[src/rtl/vga_timing_gen_pkg.sv]
// Shared VGA timing defaults (640x480@60) and helpers for vga_timing_gen and its axis counters.
package vga_timing_gen_pkg;

  localparam int DEF_H_DISPLAY     = 640;
  localparam int DEF_H_FRONT_PORCH = 16;
  localparam int DEF_H_SYNC_PULSE  = 96;
  localparam int DEF_H_BACK_PORCH  = 48;
  localparam int DEF_V_DISPLAY     = 480;
  localparam int DEF_V_FRONT_PORCH = 10;
  localparam int DEF_V_SYNC_PULSE  = 2;
  localparam int DEF_V_BACK_PORCH  = 33;
  localparam int DEF_CNT_W         = 10;
  localparam int DEF_FRAME_CNT_W   = 8;
  localparam int DEF_TILE_SHIFT    = 4;

  function automatic int axis_total(input int display, input int fp, input int sync, input int bp);
    return display + fp + sync + bp;
  endfunction

endpackage

[src/rtl/vga_axis_counter.sv]
// One timing axis: counts 0..TOTAL-1 on step, decodes active region and sync pulse.
module vga_axis_counter
  import vga_timing_gen_pkg::*;
#(
  parameter int   DISPLAY  = DEF_H_DISPLAY,
  parameter int   FP       = DEF_H_FRONT_PORCH,
  parameter int   SYNC     = DEF_H_SYNC_PULSE,
  parameter int   BP       = DEF_H_BACK_PORCH,
  parameter logic SYNC_POL = 1'b0,
  parameter int   CNT_W    = DEF_CNT_W
) (
  input  logic             clock_25,
  input  logic             reset,
  input  logic             step,
  output logic [CNT_W-1:0] cnt,
  output logic             wrap,
  output logic             active,
  output logic             sync
);

  localparam int TOTAL = axis_total(DISPLAY, FP, SYNC, BP);

  // One extra bit so the sync end bound may equal 2**CNT_W without overflow.
  localparam logic [CNT_W:0] LAST_X   = (CNT_W+1)'(TOTAL - 1);
  localparam logic [CNT_W:0] DISP_X   = (CNT_W+1)'(DISPLAY);
  localparam logic [CNT_W:0] SSTART_X = (CNT_W+1)'(DISPLAY + FP);
  localparam logic [CNT_W:0] SEND_X   = (CNT_W+1)'(DISPLAY + FP + SYNC);

  logic [CNT_W:0] cnt_x;
  logic           in_pulse;

  assign cnt_x    = {1'b0, cnt};
  assign wrap     = (cnt_x == LAST_X);
  assign active   = (cnt_x < DISP_X);
  assign in_pulse = (cnt_x >= SSTART_X) && (cnt_x < SEND_X);
  assign sync     = in_pulse ? SYNC_POL : ~SYNC_POL;

  always_ff @(posedge clock_25) begin
    if (!reset) begin
      cnt <= '0;
    end else if (step) begin
      cnt <= wrap ? '0 : cnt + 1'b1;
    end
  end

endmodule

[src/rtl/vga_timing_gen.sv]
// Parametrised VGA timing generator with registered, mutually aligned outputs.
// Optional tile coordinates are built when VGA_TILE_COORD_EN is defined.
module vga_timing_gen
  import vga_timing_gen_pkg::*;
#(
  parameter int   H_DISPLAY     = DEF_H_DISPLAY,
  parameter int   H_FRONT_PORCH = DEF_H_FRONT_PORCH,
  parameter int   H_SYNC_PULSE  = DEF_H_SYNC_PULSE,
  parameter int   H_BACK_PORCH  = DEF_H_BACK_PORCH,
  parameter int   V_DISPLAY     = DEF_V_DISPLAY,
  parameter int   V_FRONT_PORCH = DEF_V_FRONT_PORCH,
  parameter int   V_SYNC_PULSE  = DEF_V_SYNC_PULSE,
  parameter int   V_BACK_PORCH  = DEF_V_BACK_PORCH,
  parameter logic HSYNC_POL     = 1'b0,
  parameter logic VSYNC_POL     = 1'b0,
  parameter int   CNT_W         = DEF_CNT_W,
  parameter int   FRAME_CNT_W   = DEF_FRAME_CNT_W,
  parameter int   TILE_SHIFT    = DEF_TILE_SHIFT
) (
  input  logic                   clock_25,
  input  logic                   reset,
  input  logic                   enable,
  output logic                   h_sync,
  output logic                   v_sync,
  output logic                   display_area,
  output logic [CNT_W-1:0]       X,
  output logic [CNT_W-1:0]       Y,
  output logic                   line_start,
  output logic                   frame_tik,
  output logic [FRAME_CNT_W-1:0] frame_count
`ifdef VGA_TILE_COORD_EN
  ,
  output logic [CNT_W-TILE_SHIFT-1:0] tile_x,
  output logic [CNT_W-TILE_SHIFT-1:0] tile_y
`endif
);

  logic [CNT_W-1:0] h_cnt, v_cnt;
  logic h_wrap, h_active, h_sync_c;
  logic v_wrap_unused, v_active, v_sync_c;
  logic disp_c, line_c, tik_c;

  vga_axis_counter #(
    .DISPLAY(H_DISPLAY), .FP(H_FRONT_PORCH), .SYNC(H_SYNC_PULSE), .BP(H_BACK_PORCH),
    .SYNC_POL(HSYNC_POL), .CNT_W(CNT_W)
  ) u_h_axis (
    .clock_25(clock_25), .reset(reset), .step(enable),
    .cnt(h_cnt), .wrap(h_wrap), .active(h_active), .sync(h_sync_c)
  );

  vga_axis_counter #(
    .DISPLAY(V_DISPLAY), .FP(V_FRONT_PORCH), .SYNC(V_SYNC_PULSE), .BP(V_BACK_PORCH),
    .SYNC_POL(VSYNC_POL), .CNT_W(CNT_W)
  ) u_v_axis (
    .clock_25(clock_25), .reset(reset), .step(enable & h_wrap),
    .cnt(v_cnt), .wrap(v_wrap_unused), .active(v_active), .sync(v_sync_c)
  );

  assign disp_c = h_active & v_active;
  assign line_c = (h_cnt == '0);
  assign tik_c  = line_c && (v_cnt == CNT_W'(V_DISPLAY));

  // Output stage: decoded from the pre-increment counter state, so every output
  // describes the same pixel one cycle later.
  always_ff @(posedge clock_25) begin
    if (!reset) begin
      h_sync       <= ~HSYNC_POL;
      v_sync       <= ~VSYNC_POL;
      display_area <= 1'b0;
      X            <= '0;
      Y            <= '0;
      line_start   <= 1'b0;
      frame_tik    <= 1'b0;
      frame_count  <= '0;
    end else if (enable) begin
      h_sync       <= h_sync_c;
      v_sync       <= v_sync_c;
      display_area <= disp_c;
      X            <= disp_c ? h_cnt : '0;
      Y            <= disp_c ? v_cnt : '0;
      line_start   <= line_c;
      frame_tik    <= tik_c;
      if (tik_c) frame_count <= frame_count + 1'b1;
    end else begin
      line_start <= 1'b0;
      frame_tik  <= 1'b0;
    end
  end

`ifdef VGA_TILE_COORD_EN
  always_ff @(posedge clock_25) begin
    if (!reset) begin
      tile_x <= '0;
      tile_y <= '0;
    end else if (enable) begin
      tile_x <= disp_c ? h_cnt[CNT_W-1:TILE_SHIFT] : '0;
      tile_y <= disp_c ? v_cnt[CNT_W-1:TILE_SHIFT] : '0;
    end
  end
`endif

endmodule

[config.mk]
export PLATFORM = sky130hd
export DESIGN_NAME = vga_timing_gen
export DESIGN_NICKNAME = d
export VERILOG_FILES = /design/src/rtl/vga_timing_gen_pkg.sv /design/src/rtl/vga_axis_counter.sv /design/src/rtl/vga_timing_gen.sv
export SDC_FILE = /design/constraint.sdc
export NUM_CORES = 1
export LEC_CHECK = 0
export CAP_MARGIN = 25
export CORE_UTILIZATION = 29
export CTS_CLUSTER_SIZE = 14
export DETAILED_ROUTE_END_ITERATION = 6
export HOLD_SLACK_MARGIN = 0.05
export SLEW_MARGIN = 0
export SYNTH_ARGS = -nofsm -noshare
export SYNTH_HDL_FRONTEND = slang
export SYNTH_SLANG_ARGS = --single-unit
[constraint.sdc]
create_clock -name clock_25 -period 3.5 [get_ports clock_25]
set_input_delay 0.7 -clock clock_25 [delete_from_list [all_inputs] [get_ports clock_25]]
set_output_delay 0.7 -clock clock_25 [all_outputs]
set_load 0.1 [all_outputs]
==> flow_summary.ini <==
[grt]
grt_pass1_vias = 1744
antenna_found_initial = 0
grt-ovfl-total = 0
grt_start_max_net_pins = 20
grtUsageTotal_pct = 12.46
grt_pass1_wl_um = 8390

[floorplan]
rows = 31
io_pins = 36
fp.dieH_um = 90.18
start_util_pct = 30.59
dieArea_um2 = 8132
fp.dieW_um = 90.18
coreArea_um2 = 7370

[clock_network]
cts_max_level = 2
cts.sinks = 53
cts_tree = built
cts_repair_resize_count = 0
cts_buffers = 5
path_clk_slew_ns = 0.09
clockBufferDepth = 2
root_buffer = clkbuf_8
ctsHoldBuffers = 0
cts_setup_buffers = 0
insertion_delay_ns = 0.30

[yosys]
synth_edf_count = 0
synth_compound_area_share_pct = 16.65
async_reset_ff_share_pct = 0
synth.distinct_cells = 41
seq_area_frac_synth_pct = 47.06
synth_area_per_cell_um2 = 9.355
yosysMostFrequentCell = dfxtp_1
ys.flop_type = dfxtp_1
synth_xor_xnor_area_share_pct = 4.273
synth_seq_cells = 53
yosys.area.top_type = dfxtp_1
synthCells = 241
synth_area_um2 = 2255
post_synth_mux_area_share_pct = 0.8879
synth_top_family_by_area = simple AND/OR/NAND/NOR gates
synthSimpleGateAreaFrac_pct = 23.81
synth_area_leaders = dfxtp_1, a22o_1, a21oi_1
yosysTopAreaCellShare_pct = 47.06
synthAdderAreaFrac_pct = 2.775
syn_nets = 249
ys_warn_count = 0
synth_common_cells = dfxtp_1, nor2_1, a22o_1, a21oi_1, nand3_1

[timing]
drv_slew = 0
tns_ns = 0
relSlewSlack_pct = 34.32
worstMarginPinSlew_ns = 0.9821
finalCritPeriodShare_pct = 74.15
fin_skew_ns = 0.006227
post-route-min-period_ns = 2.595
rsz0062_at_grt = no
hold_viol_final = 0
max_freq_ghz = 0.3853
setup_viol = 0

[drt]
first_iter_violations = 102
first_pass_iters = 4
drc = 0
avgRoutedWirePerCell_um = 13.43
drt_wl_total_um = 4968
ant_nets = 0
viasPerCell = 5.157
vias = 1908

[status]
status = finished, final reports clean

[layout]
drive_above_1_share_pct = 5.904
multi_input_area_um2 = 1091
seqCellArea_um2 = 1061
fin_nets = 278
diodes = 0
area_delta_synth_final_pct = 24.31
n_fill_cell = 747

[critical_path]
timing.rr.end = u_v_axis.cnt[7]$_SDFFE_PN0P_
cp_slowest_stage_delay_ns = 1.16
start_kind = flip-flop
critPathBufInv = 1
critPathKind = flip-flop to primary output
worstPathCellList = clkdlybuf4s50_1
critical_path.endpoint_type = primary output
r2r_start = u_h_axis.cnt[0]$_SDFFE_PN0P_
cp_max_fo = 6
cp-startpoint = frame_count[2]$_SDFFE_PN0P_
crit_required_ns = 2.80
r2r.worst_path.cells = 5
crit_family = buffers and inverters
cp_slowest_cell = clkdlybuf4s50_1
crit_arrival_ns = 1.90
rrSetupSlack_ns = 1.38

[hold_path]
whs_path_depth = 1
min_to = display_area$_SDFFE_PN0P_
min-delay-start = display_area$_SDFFE_PN0P_
hold_class = flip-flop to flip-flop

[power_and_ir_drop]
ir_worst_vdd_mv = 0.1813
leakage_uw = 0.0009917
power_density_nw_per_um2 = 396.5
total_power_uw = 1111

[place]
gp_congestion = 0.7863
numPortBuffers = 35
dp_hpwl_um = 3533

[job]
drv_cap = 0
==> through the flow <==
step | setup slack (ns) | area, um2 | hold WS, ns | cells | util [%]
after CTS | 0.8916 | 2803 | 0.4777 | 370 | 38.03
final | 0.9049 | 2803 | 0.4749 | 370 | 38.03
after global routing | 0.8431 | 2803 | 0.4904 | 370 | 38.03
after global placement | 0.8530 | 2683 | 0.4379 | 362 | 36.40
after detailed placement | 0.7720 | 2683 | 0.4476 | 362 | 36.40
after floorplan | 1.593 | 2255 | 0.4874 | 241 | -
==> how the worst max path moves through the flow <==
stage	endpoint	slack (ns)	depth (start not counted)
finish	frame_count[2]	0.90	1
floorplan	frame_count[6]$_SDFFE_PN0P_	1.59	4
global placement	u_v_axis.cnt[7]$_SDFFE_PN0P_	0.85	5
detailed placement	u_v_axis.cnt[9]$_SDFFE_PN0P_	0.77	5
CTS	frame_count[2]	0.89	1
global route	frame_count[3]	0.84	1
==> sequential cells by signal, indices dropped and copies added (netlist names) <==
register and flops:
X 10, Y 10, display_area 1, frame_count 8, frame_tik 1, h_sync 1, line_start 1, u_h_axis.cnt 10
u_v_axis.cnt 10, v_sync 1
==> cells by family (layout without fill, tap and decap cells) <==
kind of cell	Yosys count	after routing
and+or+nand+nor	91	91
adders and majority gates	5	5
AOI/OAI and AO/OA	54	54
muxes	2	2
buffers and inverters	25	55
xor gates and xnor gates	11	11
DFF	53	53
==> report_power, final <==
part	leakage [uW]	internal, uW	switching [uW]
sequential	0.000428	608	4.33
clock	0.0000574	232	194
combinational	0.000506	19.4	53.4
total	0.000992	860	252
==> area by class of cell <==
| type | instances | share of cell area, % |
|---|---|---|
| Timing Repair Buffer | 38 | 13.30 |
| Tap cell | 99 | 4.420 |
| Clock buffer | 6 | 2.946 |
| Clock inverter | 2 | 1.339 |
| Inverter | 9 | 1.205 |
| Sequential cell | 53 | 37.86 |
| Multi-Input combinational cell | 163 | 38.93 |
==> per-layer routing <==
layer	part of all wire, %	global-route usage, %	up-vias
met1	48	16.37	923
met2	47	20.23	38
met4	1.3	4.032	0
li1	-	-	942
met3	3.6	2.707	5
met5	0	0	-
==> layout by cell type, fill, tap and decap left out, types with 8 or more instances in the layout <==
master and instances:
nand2_1 9, a21oi_1 16, dfxtp_1 53, a22o_1 18, nand3_1 13, nor2_1 19, inv_1 9, xor2_1 8
clkdlybuf4s50_1 35, nand4_1 10
Power figures use the tool's default switching activity.
